===== config.mk =====
export PLATFORM = sky130hd
export DESIGN_NAME = cla_pipelined_addsub
export DESIGN_NICKNAME = d
export VERILOG_FILES = /design/src/rtl/cla_pipelined_addsub.sv
export SDC_FILE = /design/constraint.sdc
export NUM_CORES = 1
export LEC_CHECK = 0
export BUFFER_PORTS_ARGS = -buffer_cell sky130_fd_sc_hd__clkbuf_2
export CAP_MARGIN = 5
export CORE_MARGIN = 5
export CORE_UTILIZATION = 59
export DETAILED_ROUTE_END_ITERATION = 16
export PLACE_DENSITY = 0.83
export SYNTH_ARGS = -nofsm -noshare
export SYNTH_HDL_FRONTEND = slang
export SYNTH_SLANG_ARGS = --single-unit

===== constraint.sdc =====
create_clock -name clk -period 5.5 [get_ports clk]
set_clock_uncertainty 0.2 [all_clocks]
set_input_delay 0.55 -clock clk [delete_from_list [all_inputs] [get_ports clk]]
set_output_delay 0.55 -clock clk [all_outputs]
set_load 0.01 [all_outputs]

===== src/rtl/cla_pipelined_addsub.sv =====
// Pipelined carry-lookahead add/sub: WIDTH bits split into STAGES segments of 4-bit P/G groups.
// Latency STAGES cycles, one operation per cycle at full throughput.
// Backpressure: a single global stall; all stages hold while out_valid && !out_ready, in_ready follows it.
module cla_pipelined_addsub #(
  parameter int WIDTH  = 32,
  parameter int STAGES = 2
) (
  input  logic             clk,
  input  logic             reset,
  input  logic             in_valid,
  output logic             in_ready,
  input  logic [WIDTH-1:0] a,
  input  logic [WIDTH-1:0] b,
  input  logic             cin,
  input  logic             sub,
  output logic             out_valid,
  input  logic             out_ready,
  output logic [WIDTH-1:0] sum,
  output logic             cout,
  output logic             ovf,
  output logic             zero
);

  localparam int SEG  = WIDTH / STAGES;
  localparam int LAST = STAGES - 1;

  // Per-stage pipeline state. Operand registers are kept at full width so that
  // every stage indexes the same bit positions; bits that are already consumed
  // (and the whole final-stage copy) are never read and fall away in synthesis.
  logic                         advance;
  logic [STAGES-1:0]            vld_q, vld_d;
  logic [STAGES-1:0]            cry_q, cry_d;
  logic [STAGES-1:0][WIDTH-1:0] res_q, res_d;
  logic [STAGES-1:0][WIDTH-1:0] x_q, x_d;
  logic [STAGES-1:0][WIDTH-1:0] y_q, y_d;
  logic                         ovf_q, ovf_d;
  logic                         zero_q, zero_d;
  logic                         unused_ops;

  // One segment: 4-bit groups with group P/G, bit carries by lookahead inside
  // each group, group carries chained by the lookahead unit.
  // Returns {carry into segment MSB, segment carry out, segment sum}.
  function automatic logic [SEG+1:0] cla_seg(input logic [SEG-1:0] x,
                                             input logic [SEG-1:0] y,
                                             input logic           c0);
    logic [SEG-1:0] p;
    logic [SEG-1:0] g;
    logic [SEG-1:0] s;
    logic [SEG:0]   c;
    logic           gp;
    logic           gg;
    p    = x ^ y;
    g    = x & y;
    c    = '0;
    c[0] = c0;
    for (int j = 0; j < SEG / 4; j++) begin
      gp = &p[4*j +: 4];
      gg = g[4*j+3] | (p[4*j+3] & g[4*j+2]) | (&p[4*j+2 +: 2] & g[4*j+1])
         | (&p[4*j+1 +: 3] & g[4*j]);
      c[4*j+1] = g[4*j] | (p[4*j] & c[4*j]);
      c[4*j+2] = g[4*j+1] | (p[4*j+1] & g[4*j]) | (p[4*j+1] & p[4*j] & c[4*j]);
      c[4*j+3] = g[4*j+2] | (p[4*j+2] & g[4*j+1]) | (p[4*j+2] & p[4*j+1] & g[4*j])
               | (p[4*j+2] & p[4*j+1] & p[4*j] & c[4*j]);
      c[4*j+4] = gg | (gp & c[4*j]);
    end
    s = p ^ c[SEG-1:0];
    return {c[SEG-1], c[SEG], s};
  endfunction

  assign advance   = !vld_q[LAST] || out_ready;
  assign in_ready  = advance;
  assign out_valid = vld_q[LAST];
  assign sum       = res_q[LAST];
  assign cout      = cry_q[LAST];
  assign ovf       = ovf_q;
  assign zero      = zero_q;
  assign unused_ops = ^{x_q, y_q};

  for (genvar k = 0; k < STAGES; k++) begin : g_stg
    logic [WIDTH-1:0] x_s, y_s, r_s, r_new;
    logic             v_s, c_s;
    logic [SEG+1:0]   seg_r;

    if (k == 0) begin : g_first
      // Subtract stores ~b and forces the initial carry, ignoring cin.
      assign x_s = a;
      assign y_s = sub ? ~b : b;
      assign c_s = sub | cin;
      assign v_s = in_valid;
      assign r_s = '0;
    end else begin : g_next
      assign x_s = x_q[k-1];
      assign y_s = y_q[k-1];
      assign c_s = cry_q[k-1];
      assign v_s = vld_q[k-1];
      assign r_s = res_q[k-1];
    end

    assign seg_r = cla_seg(x_s[k*SEG +: SEG], y_s[k*SEG +: SEG], c_s);

    // Splice this segment's sum into the partial result from earlier segments
    always_comb begin
      r_new               = r_s;
      r_new[k*SEG +: SEG] = seg_r[SEG-1:0];
    end

    assign vld_d[k] = v_s;
    assign res_d[k] = r_new;
    assign x_d[k]   = x_s;
    assign y_d[k]   = y_s;
    assign cry_d[k] = seg_r[SEG];

    if (k == LAST) begin : g_flags
      assign ovf_d  = seg_r[SEG+1] ^ seg_r[SEG];
      assign zero_d = (r_new == '0);
    end else begin : g_mid
      logic unused_cmsb;
      assign unused_cmsb = seg_r[SEG+1];
    end
  end

  // Pipeline registers: all stages shift together on advance, hold otherwise
  always_ff @(posedge clk or posedge reset) begin
    if (reset) begin
      vld_q  <= '0;
      cry_q  <= '0;
      res_q  <= '0;
      x_q    <= '0;
      y_q    <= '0;
      ovf_q  <= 1'b0;
      zero_q <= 1'b0;
    end else if (advance) begin
      vld_q  <= vld_d;
      cry_q  <= cry_d;
      res_q  <= res_d;
      x_q    <= x_d;
      y_q    <= y_d;
      ovf_q  <= ovf_d;
      zero_q <= zero_d;
    end
  end

endmodule


==> qor.txt, run 1 <==
Fmax: 0.2472 GHz
Worst hold path depth: 3
Clock Sink Count: 86
Cell variety after synth: 52
Worst-margin pin slew: 1.075 ns
Initial DRC Count: 295
Worst path required time: 5.56 ns
M1 GR Usage: 30.32%
Via Count: 4104
H-tree depth: 3
Hold WC Path Type: input port to flop
Share of cells above drive strength 1: 21.96%
Period utilization: 73.56%
CTS Buf Count: 9
Boundary pin count: 107
Async S/R FF share, synth: 100.0%
MaxCap Viol Count: 0
Static Leak: 2.835 nW
Status: complete, no violations
CTS tree: built
Worst path slowest cell: nor4b_4
RSZ-0062 raised after global routing: false
Setup TNS: 0 ns
Crit path launch type: flop
Syn nets: 651
Worst hold slack: 0.1933 ns
Normalized max-slew margin: 28.30%
WS Path Type: flop to flop
Bufs on Longest Clock Path: 2
Main combinational cell family by area after synthesis: simple AND/OR/NAND/NOR gates
Worst IR Drop VDD: 0.0001582 V
CP delay by family, top: simple AND/OR/NAND/NOR gates
Hold Startpoint: a[25]
Antenna violations before repair: 0
FF-to-FF End: zero
Slew Viols, Final: 0
Post-Syn Area: 0.004903 sq mm
Die width: 101.2 um
Placeable Area: 0.008175 sq mm
Vias in the first global route: 4166
Worst EP arrival: 4.10 ns
Postcts setup bufs: 0
Buffers and inverters on the worst path: 0
Placed insts: 732
Yosys synthesis warning count: 0
Remaining DRCs: 0
Mapped Avg Cell Area: 9.064 sq um
Mux share of post-synthesis cell area: 0.4083%
GRT Util Overall: 22.88%
Area delta synth->final: 15.36%
DRT Wirelength: 11220 um
Sequential fraction of the synthesis area: 43.89%
Setup crit end kind: flop
Met2 Use GR: 37.93%
PortBufs: 106
Most used routing layer in global routing: met2
Wire length per cell: 15.02 um
Crit Reg-Reg Startpoint: g_stg[1].x_s[17]
CTS Root Cell: clkbuf_8
Xor-xnor portion of the synthesized cell area: 9.288%
Final RePlAce weighted congestion: 0.8522
Largest cells by area after synthesis: dfrtp_1, nand2_1, ha_1
TritonRoute pass-1 iters: 7
Final ANT Viol Nets: 0
Mapped Cells: 541
#FFs+latches synth: 86
Post-CTS Hold Fix Bufs: 0
Crit path time final: 4.046 ns
Die footprint: 0.01023 sq mm
Post-synthesis simple-gate area fraction: 20.57%
EDFF count, synth: 0
Most frequent CP cell: o21ai_0
Worst path max stage delay: 0.46 ns
GR met3 Demand/Resource: 4.132%
Post-route insts no fill: 747
Rows: 33
Initial Utilization: 59.98%
Main flop type after synthesis: dfrtp_1
PwrDens: 379.1 mW/mm^2
R2R setup slack: 1.45 ns
Most common cell in the netlist: nand2_1
Setup ws final: 1.454 ns
FF-to-FF path depth: 14
Yosys top cell by area: dfrtp_1
# nets final: 748
Setup Viol. Count Final: 0
Crit Path Max Fanout: 4
CTS resizes: 0
Synth top cells by count: nand2_1, dfrtp_1, nor2_1
Fill count: 647
Synth Area in Adders: 11.43%
Clock Pin Slew Worst Setup and Hold Paths: 0.09 ns
Pin count of the biggest net entering global routing: 87
Dpl hpwl: 8419 um
Hold Vio Cnt, Final: 0
Gr ovfl total: 0
First-pass GRT wire length: 18870 um
Worst-skew pair later-pin latency: 0.35 ns
Hold path endpoint: g_stg[1].x_s[25]
Die height: 101.2 um
DP Worst Slack: 1.585 ns
Ant. Diodes: 0
Vias per cell: 5.494
CP cell instances: ha_1 > o21ai_1 > o21a_1 > nor4b_4 > nor3_2 > nor3b_2 > o21ai_0 > nand2b_1 > fa_1 > nor4_1 > nand4_1 > a2111oi_0 > o21ai_0 > o31ai_1
Top-area cell type share of the netlist area: 43.89%
Compound-Gate Fraction of Synth Area: 11.25%
[registers in the layout, summed over array words and instances (netlist names)]
signal	flops
sum	32
g_stg.r_s	16
g_stg.x_s	16
g_stg.y_s	16
cry_q	2
vld_q	2
ovf	1
zero	1
[power breakdown]
part | internal, W | switching, W | leakage (nW)
logic | 0.000351 | 0.000488 | 1.74
registers | 0.000811 | 0.000123 | 1.01
clock network | 0.000159 | 0.000212 | 0.0817
total | 0.00132 | 0.000824 | 2.83
[through the flow]
step,instance area (sq um),total power (W),util [%]
2_1_floorplan,4903,0.001482,-
3_3_place_gp,5502,0.001738,67.29
3_5_place_dp,5502,0.001779,67.29
4_1_cts,5657,0.002154,69.19
5_1_grt,5657,0.002296,69.19
6_report,5657,0.002145,69.19
[logic make-up after synthesis]
kind of cell,after synthesis
and+or+nand+nor,232
AOI/OAI and AO/OA,90
DFF,86
xor gates and xnor gates,52
adders and majority gates,40
buffers and inverters,39
muxes,2
[how the worst max path moves through the flow]
stage                      from  endpoint  slack, ns  depth (start not counted)
2_1_floorplan  g_stg[1].x_s[17]      zero       1.92                         14
3_3_place_gp   g_stg[1].x_s[17]      zero       1.74                         14
3_5_place_dp   g_stg[1].x_s[17]      zero       1.59                         14
4_1_cts        g_stg[1].x_s[17]      zero       1.56                         14
5_1_grt        g_stg[1].x_s[17]      zero       1.25                         14
6_report       g_stg[1].x_s[17]      zero       1.45                         14
[layout make-up]
cell class / instances / area [sq um] / share of cell area (%)
repair buffers: 109 / 553.0 / 9.777
well taps: 105 / 131.4 / 2.322
flip-flops and latches: 86 / 2152 / 38.04
clock buffers: 10 / 127.6 / 2.256
inverters: 16 / 61.31 / 1.084
multi-input cells: 416 / 2604 / 46.03
clock inverters: 5 / 27.53 / 0.4866
[placed cells by master, fill, tap and decap left out, types with 3 or more instances in the layout]
cell type and n:
xnor2_1 25, nand2_1 141, dfrtp_1 86, clkbuf_8 9
o21ai_1 4, clkinv_2 5, fa_1 8, a21oi_1 36
o31ai_1 3, nand3_1 5, clkbuf_2 106, buf_4 3
or3_1 5, inv_1 14, nor3_1 3, nor2_1 47
nand2b_1 4, ha_1 32, xor2_1 27, nor4_1 5
nand4_1 6, o21ai_0 27
[worst register-to-register path: stages (launching register included)]
cell and delay (ns):
dfrtp_1 0.39, ha_1 0.33, o21ai_1 0.09, o21a_1 0.23
nor4b_4 0.46, nor3_2 0.12, nor3b_2 0.30, o21ai_0 0.15
nand2b_1 0.11, fa_1 0.44, nor4_1 0.23, nand4_1 0.11
a2111oi_0 0.38, o21ai_0 0.17, o31ai_1 0.27
[layer usage]
metal / vias to the layer above / share of wire, %
li1: 1991 / -
met1: 1922 / 42
met2: 156 / 49
met3: 35 / 6.5
met4: 0 / 2.4
met5: - / 0
Power figures use the tool's default switching activity.
==> run 2, diff against run 1 <==
- ABC_AREA: not set -> 1
- CORE_UTILIZATION: 59 -> 50
- PLACE_DENSITY: 0.83 -> 0.74
- clock period: 5.5 -> 3.26 ns (I/O delays scaled with it)
==> qor.txt, run 2 <==
Setup Viol. Count Final: 0
Mux share of post-synthesis cell area: 0%
Wire length per cell: 12.97 um
Pin count of the biggest net entering global routing: 75
Worst hold slack: 0.004735 ns
Rows: 36
Placed insts: 856
Fmax: 0.3342 GHz
Bufs on Longest Clock Path: 2
Gr ovfl total: 0
CTS Buf Count: 9
Async S/R FF share, synth: 100.0%
Worst-margin pin slew: 0.7446 ns
Hold WC Path Type: input port to flop
Compound-Gate Fraction of Synth Area: 7.984%
Post-route insts no fill: 891
CTS Root Cell: clkbuf_8
Crit Reg-Reg Startpoint: g_stg[1].x_s[17]
Sequential fraction of the synthesis area: 42.39%
Period utilization: 91.80%
Cell variety after synth: 36
Worst EP arrival: 3.08 ns
Hold Vio Cnt, Final: 0
First-pass GRT wire length: 19730 um
Normalized max-slew margin: 50.30%
Clock Sink Count: 86
Final ANT Viol Nets: 0
Fill count: 885
Crit Path Max Fanout: 5
MaxCap Viol Count: 0
PortBufs: 106
CTS tree: built
Remaining DRCs: 0
Synth top cells by count: nand2_1, dfrtp_1, inv_1
Boundary pin count: 107
Mapped Cells: 632
Commonest non-fill, non-tap cell in the layout: nand2_1
Crit path time final: 2.993 ns
GRT Util Overall: 19.22%
Syn nets: 742
Crit path launch type: flop
Top-area cell type share of the netlist area: 42.39%
Post-Syn Area: 0.005077 sq mm
Commonest cells after routing, fill and taps aside: nand2_1, clkbuf_2, dfrtp_1, inv_1, nor2_1
Status: complete, no violations
Die width: 110.8 um
Hold Startpoint: a[25]
Via Count: 4403
Final RePlAce weighted congestion: 0.8813
Worst IR Drop VDD: 0.0002621 V
Worst-skew pair later-pin latency: 0.35 ns
Worst path required time: 3.34 ns
DRT Wirelength: 11560 um
Setup crit end kind: flop
Ant. Diodes: 0
Multi-input logic area: 0.002713 sq mm
EDFF count, synth: 0
Placeable Area: 0.009819 sq mm
Largest cells by area after synthesis: dfrtp_1, nand2_1, ha_1
Main flop type after synthesis: dfrtp_1
Largest register FFs: 32
Xor-xnor portion of the synthesized cell area: 7.072%
Synth Area in Adders: 11.04%
PwrDens: 620.2 mW/mm^2
Yosys top cell by area: dfrtp_1
Antenna violations before repair: 0
Share of cells above drive strength 1: 21.50%
Vias per cell: 4.942
# nets final: 864
Mapped Avg Cell Area: 8.034 sq um
Post-synthesis simple-gate area fraction: 25.55%
TritonRoute pass-1 iters: 5
Die footprint: 0.01227 sq mm
Static Leak: 3.320 nW
Setup TNS: 0 ns
WS Path Type: flop to flop
Most common cell in the netlist: nand2_1
Slew Viols, Final: 0
Yosys synthesis warning count: 0
Initial Utilization: 51.71%
Main combinational cell family by area after synthesis: simple AND/OR/NAND/NOR gates
Area delta synth->final: 22.40%
Clock Pin Slew Worst Setup and Hold Paths: 0.08 ns
Vias in the first global route: 4351
Dpl hpwl: 8831 um
Die height: 110.8 um
Seq. cell area: 0.002152 sq mm
Launch point of the critical path: g_stg[1].x_s[17]
Initial DRC Count: 201
H-tree depth: 3
#FFs+latches synth: 86
## run 2: power by group
group	internal, W	leakage (nW)	total (W)	switching (W)
registers	0.00136	1.03	0.00157	0.000214
logic	0.000618	2.19	0.00150	0.000878
clock network	0.000427	0.0994	0.000783	0.000356
total	0.00241	3.32	0.00385	0.00145
## run 2: layer usage
metal | GRT usage, % | vias up | wire (um)
met5 | 0 | - | 0
met4 | 8.128 | 0 | 310
met3 | 2.893 | 21 | 531
met2 | 32.73 | 121 | 5717
met1 | 24.37 | 2039 | 4995
li1 | - | 2222 | -
## run 2: critical path, cell delays in order (launching register included)
cell     delay [ns]
dfrtp_1        0.42
ha_4           0.30
nand2_1        0.07
nor2_1         0.10
nand2_1        0.07
nand3_2        0.10
nand2_2        0.07
nand2_4        0.09
nand2_4        0.05
nand2_4        0.10
fa_2           0.46
nor2_2         0.09
nand4_1        0.09
nor2_1         0.10
nand3_1        0.07
nor2_1         0.09
nand2_1        0.06
nor2_1         0.10
nand2_1        0.05
nor2_1         0.11
nand3_1        0.08
nand2_1        0.05
## run 2: path summary, 6_finish.rpt
kind,endpoint,slack (ns),depth (start not counted)
min in group asynchronous,g_stg[1].x_s[18],0.42,3
worst max-delay path,zero,0.27,21
worst min register to register,vld_q[1],0.26,2
worst min-delay path,g_stg[1].x_s[25],0.005,3
max in group asynchronous,sum[16],1.68,4
worst max register to register,zero,0.27,21
## run 2: cells by family after synthesis
logic type,Yosys count
simple gates,317
flops,86
buf+inv,78
compound gates,70
xor+xnor,41
fa+ha+maj,40
## run 2: layout make-up
class,count,area share (%)
clock inverter,4,1.168
tap,133,2.678
sequential,86,34.63
multi-input combinational,468,43.65
clock buffer,11,2.114
timing repair buffer,133,12.36
inverter,56,3.402
## run 2: per-stage QoR
step / util (%) / setup slack [ns] / area (sq um) / power, W
after floorplan: - / 0.4192 / 5077 / 0.002494
after global placement: 58.49 / 0.2960 / 5743 / 0.002945
after detailed placement: 58.49 / 0.1816 / 5743 / 0.002999
after CTS: 61.99 / 0.1534 / 6087 / 0.003800
after global routing: 63.29 / -0.0006104 / 6215 / 0.004154
final: 63.29 / 0.2674 / 6215 / 0.003854
## run 2: timing repair
action / CTS / global route
setup buffers: 0 / 6
gates resized for setup: 0 / 12
setup endpoints to repair: 0 / 1
endpoints found under the hold margin: 55 / 0
hold buffers: 14 / 0
==> run 3, diff against run 2 <==
- BUFFER_PORTS_ARGS: -buffer_cell sky130_fd_sc_hd__clkbuf_2 -> not set
- CORE_UTILIZATION: 50 -> 58
- DONT_BUFFER_PORTS: not set -> 1
- PLACE_DENSITY: 0.74 -> 0.73
==> qor.txt, run 3 (synthesis results as in run 2) <==
Status: complete, no violations
Vias in the first global route: 4041
Boundary pin count: 107
Post-route insts no fill: 792
Ant. Diodes: 0
Internal: 0.002288 W
Worst IR Drop VDD: 0.0004366 V
GRT Util Overall: 21.42%
Fmax: 0.3321 GHz
Gate power share: 32.2%
Fill count: 683
Antenna violations before repair: 0
R2R setup slack: 0.25 ns
MaxCap Viol Count: 0
TritonRoute pass-1 iters: 4
Cell Area, Placed: 0.005166 sq mm
Die footprint: 0.01073 sq mm
PortBufs: 0
First-pass GRT wire length: 19210 um
Wire length per cell: 14.35 um
Clock Sink Count: 86
Initial Utilization: 58.79%
H-tree depth: 3
Largest register FFs: 32
CTS Root Cell: clkbuf_8
CTS Buf Count: 9
Die height: 103.6 um
Setup TNS: 0 ns
Clock Pin Slew Worst Setup and Hold Paths: 0.09 ns
Period utilization: 92.36%
Net switching power figure: 0.001411 W
Dpl hpwl: 7833 um
Rows: 34
Sw frac: 38.14%
Area delta synth->final: 17.64%
Slew Viols, Final: 0
Commonest cells after routing, fill and taps aside: nand2_1, dfrtp_1, inv_1, dlygate4sd3_1, nor2_1
Crit path time final: 3.011 ns
Hold Vio Cnt, Final: 0
Bufs on Longest Clock Path: 2
Die width: 103.6 um
Static Leak: 3.007 nW
Worst-skew pair later-pin latency: 0.34 ns
Worst EP arrival: 3.10 ns
DRT Wirelength: 11360 um
Flop pwr share: 45.7%
Share of cells above drive strength 1: 7.456%
Vias per cell: 5.138
Clock network fraction of total power: 22.1%
Commonest non-fill, non-tap cell in the layout: nand2_1
Worst path required time: 3.35 ns
Normalized max-slew margin: 34.57%
Final RePlAce weighted congestion: 0.8319
Worst hold slack: 0.02378 ns
Crit path launch type: flop
Design Area, Final: 0.005973 sq mm
Via Count: 4069
Placed insts: 723
Final ANT Viol Nets: 0
Remaining DRCs: 0
Final Util: 69.17%
Pin count of the biggest net entering global routing: 54
Setup crit end kind: flop
PwrDens: 619.3 mW/mm^2
CTS tree: built
WS Path Type: flop to flop
Crit Path Max Fanout: 4
Setup Viol. Count Final: 0
Gr ovfl total: 0
Initial DRC Count: 165
Hold WC Path Type: input port to flop
# nets final: 789
Worst-margin pin slew: 0.9815 ns
Placeable Area: 0.008636 sq mm
-- run 3: timing repair --
item,CTS,global route
hold buffers,49,0
hold endpoints to repair,78,0
setup buffers,0,4
gates resized for setup,0,8
endpoints found under the setup margin,0,1
-- run 3: worst max-delay path, cell delays in order (launching register included) --
cell and delay [ns]:
dfrtp_1 0.43, ha_1 0.25, a21oi_4 0.18, nor2_1 0.07
nor3_2 0.23, nand2_4 0.11, nand2_4 0.07, nand2_4 0.07
fa_1 0.46, nor2_1 0.12, nand4_1 0.11, nor2_1 0.11
nand3_1 0.07, nor2_1 0.09, nand2_1 0.05, nor2_1 0.08
nand2_1 0.05, nor2_1 0.08, nand3_1 0.07, nand2_1 0.06
-- run 3: worst paths after layout --
kind | from | end | depth (start not counted)
setup / recovery | g_stg[1].x_s[20] | zero | 19
hold / removal | sub | g_stg[1].y_s[19] | 2
setup reg to reg | g_stg[1].x_s[20] | zero | 19
hold reg to reg | vld_q[0] | vld_q[1] | 2
max in group asynchronous | reset | sum[5] | 3
min in group asynchronous | reset | sum[18] | 2
-- run 3: power groups by stage --
stage	clock network (W)	registers (W)	logic [W]
floorplan	0	0.00162	0.000877
global placement	0	0.00169	0.00104
detailed placement	0	0.00171	0.00108
CTS	0.000835	0.00169	0.00115
global route	0.000893	0.00173	0.00137
finish	0.000818	0.00169	0.00119
-- run 3: layout make-up --
class                      count  area (sq um)  share of cell area [%]
clock buffer                   9         123.9                   2.074
clock inverter                 7         97.59                   1.634
inverter                      56         211.5                   3.540
multi-input combinational    468          2695                   45.12
sequential                    86          2152                   36.03
tap                          108         135.1                   2.262
timing repair buffer          58         558.0                   9.342
-- run 3: routing by layer --
layer / routed length, um / vias to the layer above / GRT usage [%]
met3: 593 / 15 / 5.659
li1: - / 2082 / -
met1: 4820 / 1869 / 27.19
met4: 168 / 0 / 5.342
met5: 0 / - / 0
met2: 5781 / 103 / 36.38
-- run 3: through the flow --
| stage | power, W | setup slack [ns] |
|---|---|---|
| 2_1_floorplan | 0.002494 | 0.4192 |
| 3_3_place_gp | 0.002738 | 0.2866 |
| 3_5_place_dp | 0.002785 | 0.1960 |
| 4_1_cts | 0.003670 | 0.1737 |
| 5_1_grt | 0.003991 | -0.02686 |
| 6_report | 0.003699 | 0.2492 |
